$ cat src/rtl/ledger_pkg.sv
// ledger_pkg: shared types and constants for the ledger ingress slice.
//   BPS_DENOM     - basis-point denominator; fees above it are illegal
//   opcode_e      - transaction opcode (transfer / swap)
//   ledger_tx_t   - queued transaction: payload plus the fees stamped at accept
//   fee_ok()      - legality check for a single fee value
package ledger_pkg;

  localparam int BPS_DENOM            = 10000;
  localparam int LEDGER_USER_WIDTH    = 10;
  localparam int LEDGER_BALANCE_WIDTH = 64;
  localparam int FEE_WIDTH            = 16;

  typedef enum logic {
    OP_TRANSFER = 1'b0,
    OP_SWAP     = 1'b1
  } opcode_e;

  typedef struct packed {
    opcode_e                         opcode;
    logic [LEDGER_USER_WIDTH-1:0]    user_a;
    logic [LEDGER_USER_WIDTH-1:0]    user_b;
    logic [LEDGER_BALANCE_WIDTH-1:0] amount_0;
    logic [LEDGER_BALANCE_WIDTH-1:0] amount_1;
    logic [FEE_WIDTH-1:0]            fee_bps0;
    logic [FEE_WIDTH-1:0]            fee_bps1;
  } ledger_tx_t;

  function automatic logic fee_ok(input logic [FEE_WIDTH-1:0] fee);
    return fee <= FEE_WIDTH'(BPS_DENOM);
  endfunction

endpackage

$ cat src/rtl/ledger_tx_fifo.sv
// ledger_tx_fifo: synchronous FIFO of ledger_tx_t.
//   clk, rst       - clock, asynchronous active-high reset (empties the FIFO)
//   push_i, din_i  - write strobe and entry; caller must not push when full
//   pop_i, dout_o  - read strobe and head entry (dout_o valid while !empty_o)
//   full_o, empty_o, level_o - occupancy status
// The head is read straight from the array so the consumer can register it
// in the same cycle it pops; this keeps accept-to-issue at two edges.
module ledger_tx_fifo
  import ledger_pkg::*;
#(
  parameter int DEPTH = 8
) (
  input  logic                     clk,
  input  logic                     rst,
  input  logic                     push_i,
  input  ledger_tx_t               din_i,
  input  logic                     pop_i,
  output ledger_tx_t               dout_o,
  output logic                     full_o,
  output logic                     empty_o,
  output logic [$clog2(DEPTH):0]   level_o
);

  localparam int AW = $clog2(DEPTH);

  ledger_tx_t     mem_q [DEPTH];
  // One extra pointer bit tells full (MSBs differ) from empty (equal).
  logic [AW:0]    wr_ptr_q, wr_ptr_d;
  logic [AW:0]    rd_ptr_q, rd_ptr_d;

  assign wr_ptr_d = push_i ? wr_ptr_q + (AW+1)'(1) : wr_ptr_q;
  assign rd_ptr_d = pop_i  ? rd_ptr_q + (AW+1)'(1) : rd_ptr_q;

  always_ff @(posedge clk or posedge rst) begin
    if (rst) begin
      wr_ptr_q <= '0;
      rd_ptr_q <= '0;
    end else begin
      wr_ptr_q <= wr_ptr_d;
      rd_ptr_q <= rd_ptr_d;
    end
  end

  // Storage carries no reset; the pointers alone define validity.
  always_ff @(posedge clk) begin
    if (push_i) mem_q[wr_ptr_q[AW-1:0]] <= din_i;
  end

  assign dout_o  = mem_q[rd_ptr_q[AW-1:0]];
  assign level_o = wr_ptr_q - rd_ptr_q;
  assign empty_o = (wr_ptr_q == rd_ptr_q);
  assign full_o  = (level_o == (AW+1)'(DEPTH));

endmodule

$ cat src/rtl/ledger_ingress.sv
// ledger_ingress: client ingress for ledger_core.
//   clk, rst                         - clock, asynchronous active-high reset
//   cfg_wr, cfg_fee_bps_asset0/1     - fee config write; cfg_err pulses on a bad write
//   in_valid/in_ready, in_*          - client transaction handshake and payload
//   issue_en                         - host permission to issue to the core
//   s_valid, s_*                     - registered core input bus (no backpressure)
//   fifo_level                       - queued entries
//   accept_cnt, reject_cnt, issue_cnt - wrapping statistics
module ledger_ingress
  import ledger_pkg::*;
#(
  parameter int USER_WIDTH    = LEDGER_USER_WIDTH,
  parameter int BALANCE_WIDTH = LEDGER_BALANCE_WIDTH,
  parameter int FIFO_DEPTH    = 8,
  parameter int CNT_WIDTH     = 32
) (
  input  logic                         clk,
  input  logic                         rst,
  input  logic                         cfg_wr,
  input  logic [15:0]                  cfg_fee_bps_asset0,
  input  logic [15:0]                  cfg_fee_bps_asset1,
  output logic                         cfg_err,
  input  logic                         in_valid,
  output logic                         in_ready,
  input  logic                         in_opcode,
  input  logic [USER_WIDTH-1:0]        in_user_a,
  input  logic [USER_WIDTH-1:0]        in_user_b,
  input  logic [BALANCE_WIDTH-1:0]     in_amount_0,
  input  logic [BALANCE_WIDTH-1:0]     in_amount_1,
  input  logic                         issue_en,
  output logic                         s_valid,
  output logic                         s_opcode,
  output logic [USER_WIDTH-1:0]        s_user_a,
  output logic [USER_WIDTH-1:0]        s_user_b,
  output logic [BALANCE_WIDTH-1:0]     s_amount_0,
  output logic [BALANCE_WIDTH-1:0]     s_amount_1,
  output logic [15:0]                  s_fee_bps_asset0,
  output logic [15:0]                  s_fee_bps_asset1,
  output logic [$clog2(FIFO_DEPTH):0]  fifo_level,
  output logic [CNT_WIDTH-1:0]         accept_cnt,
  output logic [CNT_WIDTH-1:0]         reject_cnt,
  output logic [CNT_WIDTH-1:0]         issue_cnt
);

  logic [15:0] fee0_q, fee1_q;
  logic        cfg_err_q;
  logic        alive_q;     // low in reset and for the first cycle after, so in_ready starts at 0
  logic        s_valid_q;
  ledger_tx_t  s_tx_q;

  ledger_tx_t  in_tx, head_tx;
  logic        fifo_full, fifo_empty;
  logic        handshake, tx_ok, push, pop, cfg_bad;

  assign in_ready  = alive_q && !fifo_full;
  assign handshake = in_valid && in_ready;
  assign tx_ok     = (in_amount_0 != '0) && !(in_opcode && (in_amount_1 == '0));
  assign push      = handshake && tx_ok;
  // Pops only what was present before this edge, so a same-edge push is never issued.
  assign pop       = issue_en && !fifo_empty;
  assign cfg_bad   = !fee_ok(cfg_fee_bps_asset0) || !fee_ok(cfg_fee_bps_asset1);

  // Entries capture the pre-write fees even when cfg_wr lands on the same edge.
  always_comb begin
    in_tx          = '0;
    in_tx.opcode   = opcode_e'(in_opcode);
    in_tx.user_a   = in_user_a;
    in_tx.user_b   = in_user_b;
    in_tx.amount_0 = in_amount_0;
    in_tx.amount_1 = in_amount_1;
    in_tx.fee_bps0 = fee0_q;
    in_tx.fee_bps1 = fee1_q;
  end

  ledger_tx_fifo #(.DEPTH(FIFO_DEPTH)) u_fifo (
    .clk     (clk),
    .rst     (rst),
    .push_i  (push),
    .din_i   (in_tx),
    .pop_i   (pop),
    .dout_o  (head_tx),
    .full_o  (fifo_full),
    .empty_o (fifo_empty),
    .level_o (fifo_level)
  );

  always_ff @(posedge clk or posedge rst) begin
    if (rst) begin
      fee0_q    <= '0;
      fee1_q    <= '0;
      cfg_err_q <= 1'b0;
      alive_q   <= 1'b0;
      s_valid_q <= 1'b0;
      s_tx_q    <= '0;
    end else begin
      alive_q   <= 1'b1;
      cfg_err_q <= cfg_wr && cfg_bad;
      if (cfg_wr && !cfg_bad) begin
        fee0_q <= cfg_fee_bps_asset0;
        fee1_q <= cfg_fee_bps_asset1;
      end
      s_valid_q <= pop;
      if (pop) s_tx_q <= head_tx;
    end
  end

  // Statistics: 0 = accept, 1 = reject, 2 = issue.
  logic [2:0] cnt_inc;
  assign cnt_inc = {pop, handshake && !tx_ok, push};

  for (genvar gi = 0; gi < 3; gi++) begin : g_cnt
    logic [CNT_WIDTH-1:0] cnt_q;
    always_ff @(posedge clk or posedge rst) begin
      if (rst)              cnt_q <= '0;
      else if (cnt_inc[gi]) cnt_q <= cnt_q + CNT_WIDTH'(1);
    end
  end

  assign accept_cnt = g_cnt[0].cnt_q;
  assign reject_cnt = g_cnt[1].cnt_q;
  assign issue_cnt  = g_cnt[2].cnt_q;

  assign cfg_err          = cfg_err_q;
  assign s_valid          = s_valid_q;
  assign s_opcode         = s_tx_q.opcode;
  assign s_user_a         = s_tx_q.user_a;
  assign s_user_b         = s_tx_q.user_b;
  assign s_amount_0       = s_tx_q.amount_0;
  assign s_amount_1       = s_tx_q.amount_1;
  assign s_fee_bps_asset0 = s_tx_q.fee_bps0;
  assign s_fee_bps_asset1 = s_tx_q.fee_bps1;

endmodule
$ cat config.mk
export PLATFORM = sky130hd
export DESIGN_NAME = ledger_ingress
export DESIGN_NICKNAME = d
export VERILOG_FILES = /design/src/rtl/ledger_pkg.sv /design/src/rtl/ledger_tx_fifo.sv /design/src/rtl/ledger_ingress.sv
export SDC_FILE = /design/constraint.sdc
export NUM_CORES = 2
export LEC_CHECK = 0
export ABC_AREA = 0
export CAP_MARGIN = 5
export CORE_ASPECT_RATIO = 1.2
export CORE_UTILIZATION = 30
export CTS_BUF_LIST = sky130_fd_sc_hd__clkbuf_4 sky130_fd_sc_hd__clkbuf_8
export DETAILED_ROUTE_END_ITERATION = 6
export GPL_TIMING_DRIVEN = 0
export SETUP_SLACK_MARGIN = 0.2
export SYNTH_ARGS = -nofsm -noshare
export SYNTH_HDL_FRONTEND = slang
export SYNTH_SLANG_ARGS = --single-unit
$ cat constraint.sdc
create_clock -name clk -period 19.9 [get_ports clk]
set_clock_uncertainty 0.2 [all_clocks]
set_input_delay 2.985 -clock clk [delete_from_list [all_inputs] [get_ports clk]]
set_output_delay 2.985 -clock clk [all_outputs]
set_load 0.1 [all_outputs]
==> flow_summary_export.csv <==
group,metric,value,unit
layout,final_cells,7652,
power,p_int,7860,µW
place,portBuffers,469,
yosys,ys_seq_elements,1768,
yosys,synthCells,3490,
place,gp_congestion,0.779,
power,swShare,0.391,
setup_path,worstPathMaxFanout,10,
power,p_total,12900,µW
yosys,syn_area_per_cell,19.1,µm²
setup_path,crit_start,"u_fifo.rd_ptr_q[1]",
setup_path,critPathKind,"flip-flop to primary output",
setup_path,start_kind,"flip-flop",
power,pwr-share-comb,0.370,
place,place_inst,7101,
layout,area_delta_synth_final,24.8,%
power,ir_drop,0.141,mV
run,drv_cap,0,
yosys,ys_seq_area_frac,0.771,
drt,drt_wl_total,191,mm
cts,clockBufferDepth,4,
cts,cts_tree,"built",
timing,whs,0.264,ns
yosys,synth_area,66800,µm²
floorplan,die_w,433,µm
setup_path,crit_required,16.72,ns
floorplan,rows,189,
timing,rsz0062_at_grt,"no",
timing,fin_crit,8.92,ns
setup_path,worstReg2RegStart,"u_fifo.rd_ptr_q[1]",
min_path,hp-start,"reject_cnt[31]",
power,pwr-share-seq,0.373,
timing,setup_viol,0,
drt,ant_nets,0,
cts,cts_resized,0,
floorplan,start_util,0.302,
layout,fin_util,0.377,
cts,clk_latency,1.05,ns
drt,drcViolationCount,0,
yosys,yosys_warnings,0,
setup_path,slowest_delay,1.18,ns
yosys,synthDistinctLibCells,49,
layout,nNetsFinal,4642,
layout,layout_commonest_cell,"edfxtp_1",
timing,fmax,112,MHz
yosys,synth_nets,3685,
outcome,status,"completed",
layout,drive_above_1_share,0.243,
timing,worstMarginPinSlew,1.35,ns
setup_path,path_common_cell,"clkbuf_1",
floorplan,core_area,221000,µm²
place,hpwl,128,mm
timing,slew_violations,0,
power,p_per_area,155,nW/µm²
setup_path,critPathSlowestCell,"clkdlybuf4s50_1",
timing,slew_headroom,0.100,
cts,htree_levels,5,
place,place_ws,10.98,ns
min_path,holdCritPathClass,"flip-flop to flip-flop",
cts,hold_buffers,0,
global_route,grt_antenna_before_repair,40,
setup_path,critPathCaptureType,"primary output",
drt,drtIter0Drc,2898,
floorplan,die_y,519,µm
drt,wl_per_cell,24.9,µm
setup_path,path_cells,"clkbuf_1 -> clkbuf_1 -> clkbuf_1 -> inv_1 -> ha_1 -> nand3b_1 -> a21oi_1 -> o31a_1 -> clkdlybuf4s50_1",
timing,worst_slack,10.98,ns
power,power_frac_clock,0.257,
drt,vias_per_cell,4.81,
timing,timing.final.hold_violations,0,
global_route,grt_max_degree,103,
cts,clk_pin_slew_worst_paths,0.06,ns
power,netSwitchingPower,5060,µW
floorplan,io_pins,470,
cts,post-cts-setup-buffers,0,
layout,layout_common_cells,"1,448 x edfxtp_1, 469 x clkdlybuf4s50_1, 400 x nand2_1",
global_route,grt_pass1_vias,38300,
drt,vias,36800,
cts,cts_buffers,304,
global_route,grt_use_total,0.169,
global_route,grt_pass1_wl,274,mm
power,power_leakage,0.0286,µW
cts,root_buffer,"clkbuf_8",
timing,period_share,0.448,
drt,firstDrtPassIters,5,
setup_path,cp_data_arrival_time,5.74,ns
cts,clock_sinks,1768,
floorplan,die_area,225000,µm²
global_route,overflow,0,
-- cell families after synthesis --
group,count (synthesis),share of synthesized area
flip-flops,1768,0.771
AND/OR/NAND/NOR,822,0.0540
multiplexers,391,0.128
AO/OA/AOI/OAI,201,0.0193
buffers and inverters,197,0.0123
XOR/XNOR,101,0.0132
adder cells (fa/ha/maj),9,0.00180
other,1,0.0000561
-- through the flow --
| stage | instance area, µm² | TNS (ns) |
|---|---|---|
| after floorplan | 66800 | -843.38 |
| after CTS | 83300 | 0 |
| final | 83300 | 0 |
| after global placement | 75200 | - |
| after global routing | 83300 | 0 |
| after detailed placement | 77200 | 0 |
-- sequential cells by signal (all words and copies together), names as in the netlist --
register          cells
u_fifo.wr_ptr_q       4
s_user_a             10
s_user_b             10
s_valid               1
fee1_q               16
cfg_err               1
alive_q               1
s_fee_bps_asset0     16
reject_cnt           32
s_amount_1           64
u_fifo.mem_q       1448
s_fee_bps_asset1     16
s_amount_0           64
s_opcode              1
issue_cnt            32
u_fifo.rd_ptr_q       4
fee0_q               16
accept_cnt           32
-- area by class of cell --
type / instances / area (µm²)
plain buffers: 182 / 776
repair buffers: 651 / 6640
diodes: 21 / 52.6
clock buffers: 446 / 5450
clock inverters: 84 / 631
multi-input cells: 1525 / 14500
inverters: 15 / 71.3
well taps: 2960 / 3700
fillers: 20500 / 138000
flip-flops and latches: 1768 / 51500
-- Yosys cell counts, drive strengths merged --
cell type	number	area share
a211o	1	0.00013
a211oi	1	0.00019
a21boi	1	0.00011
a21oi	3	0.00022
a31oi	182	0.017
and2	11	0.0010
and3	18	0.0017
and4	11	0.0014
buf	53	0.0042
clkbuf	129	0.0072
conb	1	0.000056
dfrtp	320	0.12
edfxtp	1448	0.65
fa	1	0.00030
ha	8	0.0015
inv	15	0.00084
mux2	29	0.0064
mux4	362	0.12
nand2	400	0.022
nand2b	2	0.00019
nand3	49	0.0037
nand3b	1	0.00011
nand4	29	0.0027
nor2	205	0.012
nor3	30	0.0023
nor3b	1	0.00011
nor4	54	0.0052
nor4b	5	0.00066
o2111ai	1	0.00013
o211ai	1	0.00011
o21ai	6	0.00045
o311a	1	0.00015
o311ai	2	0.00037
o31a	1	0.00013
o41ai	1	0.00024
or3	2	0.00019
or4	2	0.00022
or4b	2	0.00030
xnor2	42	0.0055
xor2	59	0.0077
-- final timing paths --
path	to	cells after the start	slack, ns
max in group asynchronous	s_opcode	4	15.74
hold / removal	reject_cnt[31]	1	0.26
setup / recovery	in_ready	9	10.98
hold reg to reg	reject_cnt[31]	1	0.26
min in group asynchronous	reject_cnt[20]	2	2.29
setup reg to reg	u_fifo.mem_q[2][118]	21	12.59
-- power by group through the flow --
stage / clock, µW / combinational, µW / sequential (µW)
global placement: 0 / 4740 / 5150
detailed placement: 0 / 4870 / 4890
global route: 3570 / 5050 / 4850
CTS: 3410 / 4880 / 4820
floorplan: 0 / 1870 / 6330
finish: 3330 / 4780 / 4810
-- worst max-delay path: cells and delay by family, from the launching register on --
family	cells	cell delay (ns)
adders and majority gates	1	0.37
AOI/OAI and AO/OA	2	0.50
buffers and inverters	5	3.29
and+or+nand+nor	1	0.09
DFF	1	0.48
-- per-layer routing --
layer  part of all wire  vias up  global-route usage
met5            0.00094        -                   0
li1                   -    15800                   -
met4              0.026       30              0.0522
met1               0.41    19500               0.217
met2               0.49     1213               0.280
met3              0.070      329              0.0436
(Power assumes the default switching activity.)
